File: src/rtl/delay_pipe.sv
// delay_pipe: multi-channel, valid-tagged delay line with runtime-programmable latency.
//
// Ports:
//   clkIn      - clock, rising edge
//   rstIn      - asynchronous reset, active-low
//   enIn       - 1 = pipeline advances this edge, 0 = all stages hold
//   flushIn    - clears all in-flight valid bits (data bits untouched)
//   latencyIn  - requested latency, 1..MAX_LATENCY (out-of-range values are clamped)
//   validIn    - sample on dataIn is valid
//   dataIn     - NUM_CH channels, channel c at [c*DATA_WIDTH +: DATA_WIDTH]
//   validOut   - valid bit of stage curLat-1
//   dataOut    - data of stage curLat-1
//   busyOut    - any valid bit in stages 0..curLat-1
//   latErrOut  - one-cycle pulse per clamped latency load
module delay_pipe #(
   parameter int unsigned MAX_LATENCY = 16,
   parameter int unsigned DATA_WIDTH  = 32,
   parameter int unsigned NUM_CH      = 4,
   parameter int unsigned LAT_WIDTH   = 5
) (
   input  logic                         clkIn,
   input  logic                         rstIn,
   input  logic                         enIn,
   input  logic                         flushIn,
   input  logic [LAT_WIDTH-1:0]         latencyIn,
   input  logic                         validIn,
   input  logic [NUM_CH*DATA_WIDTH-1:0] dataIn,
   output logic                         validOut,
   output logic [NUM_CH*DATA_WIDTH-1:0] dataOut,
   output logic                         busyOut,
   output logic                         latErrOut
);

   localparam int unsigned DW = NUM_CH * DATA_WIDTH;
   localparam logic [LAT_WIDTH-1:0] MaxLat = LAT_WIDTH'(MAX_LATENCY);

   logic [MAX_LATENCY-1:0] valid_q, valid_d;
   logic [DW-1:0]          data_q [MAX_LATENCY];
   logic [DW-1:0]          data_d [MAX_LATENCY];
   logic [LAT_WIDTH-1:0]   cur_lat_q, cur_lat_d;
   logic                   lat_err_q, lat_err_d;

   logic                   busy;
   logic                   load;
   logic                   req_bad;
   logic [LAT_WIDTH-1:0]   req_lat;

   // Only stages inside the active depth count; stale tags beyond it are ignored.
   always_comb begin
      busy = 1'b0;
      for (int i = 0; i < int'(MAX_LATENCY); i++) begin
         if (valid_q[i] && (LAT_WIDTH'(i) < cur_lat_q)) busy = 1'b1;
      end
   end

   always_comb begin
      req_bad = 1'b0;
      req_lat = latencyIn;
      if (latencyIn == '0) begin
         req_bad = 1'b1;
         req_lat = LAT_WIDTH'(1);
      end else if (latencyIn > MaxLat) begin
         req_bad = 1'b1;
         req_lat = MaxLat;
      end
   end

   // A clamped request never matches curLat, so it reloads (and re-flags) every idle cycle.
   assign load = !flushIn && !busy && (latencyIn != cur_lat_q);

   always_comb begin
      valid_d   = valid_q;
      data_d    = data_q;
      cur_lat_d = cur_lat_q;
      lat_err_d = 1'b0;
      if (flushIn) begin
         valid_d = '0;
      end else begin
         if (enIn) begin
            valid_d[0] = validIn;
            data_d[0]  = dataIn;
            for (int i = 1; i < int'(MAX_LATENCY); i++) begin
               valid_d[i] = valid_q[i-1];
               data_d[i]  = data_q[i-1];
            end
         end
         if (load) begin
            // Stage 0 keeps its fresh sample so it runs at the new latency.
            for (int i = 1; i < int'(MAX_LATENCY); i++) valid_d[i] = 1'b0;
            cur_lat_d = req_lat;
            lat_err_d = req_bad;
         end
      end
   end

   always_ff @(posedge clkIn or negedge rstIn) begin
      if (!rstIn) begin
         valid_q   <= '0;
         cur_lat_q <= MaxLat;
         lat_err_q <= 1'b0;
         for (int i = 0; i < int'(MAX_LATENCY); i++) data_q[i] <= '0;
      end else begin
         valid_q   <= valid_d;
         cur_lat_q <= cur_lat_d;
         lat_err_q <= lat_err_d;
         for (int i = 0; i < int'(MAX_LATENCY); i++) data_q[i] <= data_d[i];
      end
   end

   // Output tap: stage curLat-1, straight from the registers.
   always_comb begin
      validOut = 1'b0;
      dataOut  = '0;
      for (int i = 0; i < int'(MAX_LATENCY); i++) begin
         if (LAT_WIDTH'(i + 1) == cur_lat_q) begin
            validOut = valid_q[i];
            dataOut  = data_q[i];
         end
      end
   end

   assign busyOut   = busy;
   assign latErrOut = lat_err_q;

endmodule

File: config.mk
export PLATFORM = sky130hd
export DESIGN_NAME = delay_pipe
export DESIGN_NICKNAME = d
export VERILOG_FILES = /design/src/rtl/delay_pipe.sv
export SDC_FILE = /design/constraint.sdc
export NUM_CORES = 2
export LEC_CHECK = 0
export ABC_CLOCK_PERIOD_IN_PS = 2900
export CORE_MARGIN = 8
export CORE_UTILIZATION = 30
export CTS_CLUSTER_DIAMETER = 150
export DETAILED_ROUTE_END_ITERATION = 8
export PLACE_DENSITY = 0.53
export SETUP_SLACK_MARGIN = 0.3
export SLEW_MARGIN = 40
export SYNTH_ARGS = -nofsm -noshare
export SYNTH_HDL_FRONTEND = slang
export SYNTH_SLANG_ARGS = --single-unit
File: constraint.sdc
create_clock -name clkIn -period 2.9 [get_ports clkIn]
set_input_delay 0.58 -clock clkIn [delete_from_list [all_inputs] [get_ports clkIn]]
set_output_delay 0.58 -clock clkIn [all_outputs]
set_load 0.03 [all_outputs]
== Word level (Yosys, flattened, before mapping) ==
Index checks and enable logic that the tools add are counted.

* Bits in writable memories: 0
* Bits in latches: 0
* ROM bits: 0
* Output and inout port bits: 131
* Input port bits: 138
* Bits in registers: 2070
* Memories: 0

* Multipliers: 0
* $lt $le $gt $ge: 17
* Shifts and indexed selects: 0
* Mux-type cells: 57
* Div/mod/pow operators: 0
* Add/sub/neg operators: 0
* Bitwise operators: 1
* Reductions and logical operators: 25
* Equal/unequal tests: 17

{| class="wikitable"
|+ Operators with widths
! cell !! number
|-
| 2-to-1 mux 128 bit || 16
|-
| equality test 4 x 5 -> 1 bit, first input constant || 8
|-
| < comparator 4 x 5 -> 1 bit, first input constant || 8
|-
| 2-to-1 mux 1 bit || 36
|-
| 2-to-1 mux 16 bit || 2
|-
| equality test 3 x 5 -> 1 bit, first input constant || 4
|-
| < comparator 3 x 5 -> 1 bit, first input constant || 4
|-
| logical AND 1 bit || 18
|-
| 2-to-1 mux 15 bit || 1
|-
| equality test 2 x 5 -> 1 bit, first input constant || 2
|-
| < comparator 1 x 5 -> 1 bit, first input constant || 2
|-
| < comparator 2 x 5 -> 1 bit, first input constant || 2
|-
| 2-to-1 mux 5 bit || 2
|-
| equality test 1 x 5 -> 1 bit, first input constant || 1
|-
| equality test 5 bit, first input constant || 1
|-
| > comparator 5 bit, second input constant || 1
|-
| logical NOT 5 bit || 1
|-
| inequality test 5 bit || 1
|-
| AND reduction 2 bit || 2
|-
| nonzero test 3 bit || 1
|-
| logical NOT 1 bit || 2
|-
| nonzero test 2 bit || 1
|-
| NOT 1 bit || 1
|}

== Logic depth before layout (Yosys ltp) ==
* Depth after elaboration: 23
* Depth in mapped cells: 12

== Least setup slack after synthesis ==
OpenSTA, ideal clock, no wires.

* Kind: register to output
* Start: register cur_lat_q[1]
* End: output dataOut[113]
* Slack: -0.344 ns
* Path buffers: 5
* Required time: 2.320 ns
* Data arrival time: 2.664 ns
* Cell stages (with the launch flop): 12
* Cells stage by stage: dfrtp_1 > buf_2 > buf_2 > buf_2 > inv_1 > buf_2 > nor3_1 > buf_2 > a21oi_1 > nor2_1 > a311oi_1 > o21ai_0

* Word-level cells in the longest chain between the ends: 17
* Elaborated cells on any way between the ends: 32
* Classes of those cells: eq/ne: 16; mux: 16

{| class="wikitable"
|+ Ends and longest elaborated chain
! element !! RTL line !! source
|-
| from (decl) || 40 || <nowiki>logic [LAT_WIDTH-1:0] cur_lat_q, cur_lat_d;</nowiki>
|-
| from (signal assigned) || 99 || <nowiki>cur_lat_q <= MaxLat;</nowiki>
|-
| from (signal assigned) || 104 || <nowiki>cur_lat_q <= cur_lat_d;</nowiki>
|-
| equality test 1 x 5 -> 1 bit || 115 || <nowiki>if (LAT_WIDTH'(i + 1) == cur_lat_q) begin</nowiki>
|-
| 2-to-1 mux 128 bit (15 in a row) || 115 ||
|-
| 2-to-1 mux 128 bit * || 115 ||
|-
| to (decl) || 29 || <nowiki>output logic [NUM_CH*DATA_WIDTH-1:0] dataOut,</nowiki>
|}

Every way passes the cells marked *; elsewhere a longest branch is shown, timed or not.

== Worst setup path in the final report ==
* Start: register cur_lat_q[4]
* End: output validOut

* Word-level cells in the longest chain between the ends: 17
* Elaborated cells on any way between the ends: 32
* Classes of those cells: eq/ne: 16; mux: 16

{| class="wikitable"
|+ Ends and longest elaborated chain
! element !! RTL line !! source
|-
| equality test 1 x 5 -> 1 bit || 115 ||
|-
| 2-to-1 mux 1 bit (15 in a row) || 115 ||
|-
| 2-to-1 mux 1 bit * || 115 ||
|-
| to (decl) || 28 || <nowiki>output logic validOut,</nowiki>
|}

Marked as above.

==> results_dict.tcl <==
set metrics [dict create \
    status "complete, but fails checks" \
    failed_checks "setup timing" \
    synthesis.nets 12150 \
    cp-end-kind "primary output" \
    post-route-drc-count 0 \
    fp.dieW_um 581.0 \
    rsz0062_at_grt "true" \
    clk_latency_ps 920 \
    synthCells 12010 \
    p_per_area_mw_per_mm2 716.4 \
    start_kind "flip-flop" \
    critPathKind "reg2out" \
    avgRoutedWirePerCell_um 21.93 \
    die_h_um 581.0 \
    nets 12990 \
    clk_pin_slew_worst_paths_ps 60 \
    gp_congestion 0.8476 \
    critical_path_arrival_ps 3760 \
    overflow 0 \
    power_leakage_nw 64.55 \
    clockBufferDepth 4 \
    firstDrtPassIters 6 \
    dp_hpwl_um 256500 \
    core_area_mm2 0.3178 \
    drt_iter0_drc 9467 \
    initial_core_util 0.3014 \
    viasPerCell 5.056 \
    cp.required_ps 2320 \
    drive_gt1_frac 0.1955 \
    synth-async-reset-ratio 1.000 \
    portBuffers 268 \
    grt_max_degree 141 \
    relSlewSlack 0.4519 \
    final_cells 17220 \
    worst_pin_slew_ps 821.2 \
    numCtsBuffers 232 \
    max_freq_ghz 0.2305 \
    setup_tns_ps -174460 \
    clock_skew_ps 77.76 \
    synthesis.area_mm2 0.09578 \
    cts-root-buf "clkbuf_16" \
    synthToLayoutAreaGrowth_pct 35.48 \
    grt_pass1_vias 80930 \
    synth.avg_cell_area_um2 7.975 \
    min_period_ps 4338 \
    drv_cap 0 \
    vias 87040 \
    ant_nets 0 \
    synth_seq_cells 2070 \
    synth_ff_type "dfrtp_1" \
    setup_ws_ps -1438 \
    cts_sinks 2070 \
    vdd_drop_max_uv 548.1 \
    yosysUniqueCellTypes 71 \
    fin_crit_sh 1.496 \
    grt_use_total 0.2121 \
    rows 207 \
    hold_viol 0 \
    pin_count 269 \
    path_max_fanout 6 \
    fin_util 0.4083 \
    hold_class "in2async" \
    htreeDepth 4 \
    dieArea_mm2 0.3376 \
    dp.cells 16630 \
    synth_edf_count 0 \
    routed_wl_um 377500 \
    setup_violations 151 \
    synth_warnings 0 \
    seq_area_frac_synth 0.5408 \
    antenna_found_initial 26 \
    cts_tree "yes" \
    grt_pass1_wl_um 556200 \
    slew_viol_final 0 \
]
==> repair_timing <==
| item | 4_1_cts | 5_1_grt |
|---|---|---|
| gates resized for setup | 475 | 560 |
| buffers inserted | 58 | 75 |
| setup endpoints to repair | 152 | 152 |
| hold buffers | 1 | 0 |
| hold endpoints to repair | 359 | 0 |
| pin swaps | 134 | 263 |
| cloned | 18 | 17 |
==> placed cells by master (no fill, tap or decap), drive strengths merged, types with 117 or more instances in the layout <==
cell type,Yosys,layout
a21oi,516,516
a221oi,119,119
buf,93,1325
clkbuf,788,342
clkdlybuf4s50,0,137
dfrtp,2069,2069
nand2,6275,6275
nand3,117,117
nor2,238,238
o21ai,551,551
o22ai,157,157
==> worst max-delay path: stages (launching register included) <==
cell and delay (ps):
dfstp_4 500, buf_8 140, or4b_4 570, nor2_4 140
buf_12 160, buf_12 110, clkbuf_16 160, buf_4 130
a221oi_2 60, buf_4 150, o2111ai_1 220, a221o_2 310
buf_4 200
==> per-layer routing <==
| layer | up-vias | wire [um] | GRT usage |
|---|---|---|---|
| met4 | 24 | 8507 | 0.04574 |
| met5 | - | 151 | 0 |
| met2 | 2965 | 149600 | 0.2824 |
| met1 | 42630 | 190200 | 0.3482 |
| li1 | 40970 | - | - |
| met3 | 462 | 29030 | 0.03729 |
==> per-stage QoR <==
stage / total power [mW] / hold WS [ps] / setup WS, ps / cell area, um2
5_1_grt: 97.23 / 152.7 / -1495 / 129800
3_5_place_dp: 59.71 / 425.3 / -846.4 / 114300
2_1_floorplan: 48.59 / 284.4 / 174.1 / 97970
4_1_cts: 92.12 / 127.5 / -1432 / 125600
6_report: 92.97 / 202.1 / -1438 / 129800
3_3_place_gp: 59.40 / 422.8 / -1155 / 114300
==> path summary, 6_finish.rpt <==
check                             startpoint            to  slack (ps)  cells past startpoint
worst min-delay path                   rstIn  data_q[1152]         200                      2
worst max-delay path            cur_lat_q[4]      validOut       -1440                     12
max in group asynchronous              rstIn    data_q[82]        1510                      4
worst max register to register  cur_lat_q[4]  cur_lat_q[0]        -520                     11
worst min register to register   data_q[322]   data_q[194]         420                      2
min in group clkIn               dataIn[104]  data_q[2024]         210                      3
==> cells by family (layout without fill, tap and decap cells) <==
logic type	Yosys count	count (layout)	share of synthesized area
compound gates	1901	1901	0.1240
xor+xnor	6	6	0.0005487
fa+ha+maj	2	2	0.0002612
buf+inv	931	1952	0.03765
flops	2070	2070	0.5408
mux	107	107	0.01155
other cells	0	6	0
simple gates	6993	6993	0.2851
==> cells in the mapped netlist, drive strengths merged, types with 18 or more instances <==
library cell | instances | area (um2)
and3 | 111 | 694.4
nand3 | 117 | 585.6
inv | 50 | 187.7
nor3 | 59 | 300.3
o22ai | 157 | 982.2
or2 | 45 | 281.5
nor2 | 238 | 895.9
mux2i | 82 | 820.8
a22oi | 76 | 570.6
a211oi | 70 | 525.5
a221oi | 119 | 1042
nand2 | 6275 | 23550
or3 | 18 | 112.6
clkbuf | 788 | 2958
o211ai | 18 | 135.1
a32oi | 35 | 306.5
o21bai | 35 | 262.8
nand2b | 44 | 275.3
dfrtp | 2069 | 51770
nor2b | 53 | 331.6
a21oi | 516 | 2582
mux2 | 25 | 285.3
o221ai | 87 | 762.0
buf | 93 | 460.4
o41ai | 28 | 245.2
o21ai | 551 | 2758
o31ai | 18 | 135.1
a31oi | 55 | 344.1
a2bb2oi | 19 | 166.4
==> final cells by class <==
| cell class | count | area (um2) |
|---|---|---|
| clock inverter | 89 | 1101 |
| fill | 31330 | 188000 |
| timing repair buffer | 1489 | 18190 |
| tap | 4180 | 5230 |
| sequential | 2070 | 51810 |
| inverter | 50 | 205.2 |
| antenna | 6 | 15.01 |
| multi-input combinational | 9009 | 46460 |
| clock buffer | 324 | 6746 |
==> where the power goes <==
group	switching [mW]	internal (mW)	leakage, nW
sequential	5.22	34.3	27.7
combinational	13.0	9.60	32.9
clock	12.6	18.2	3.88
==> flip-flops by register name, indices dropped and copies added (netlist names) <==
signal	flops
cur_lat_q	5
data_q	2048
latErrOut	1
valid_q	16
(Power assumes the default switching activity.)
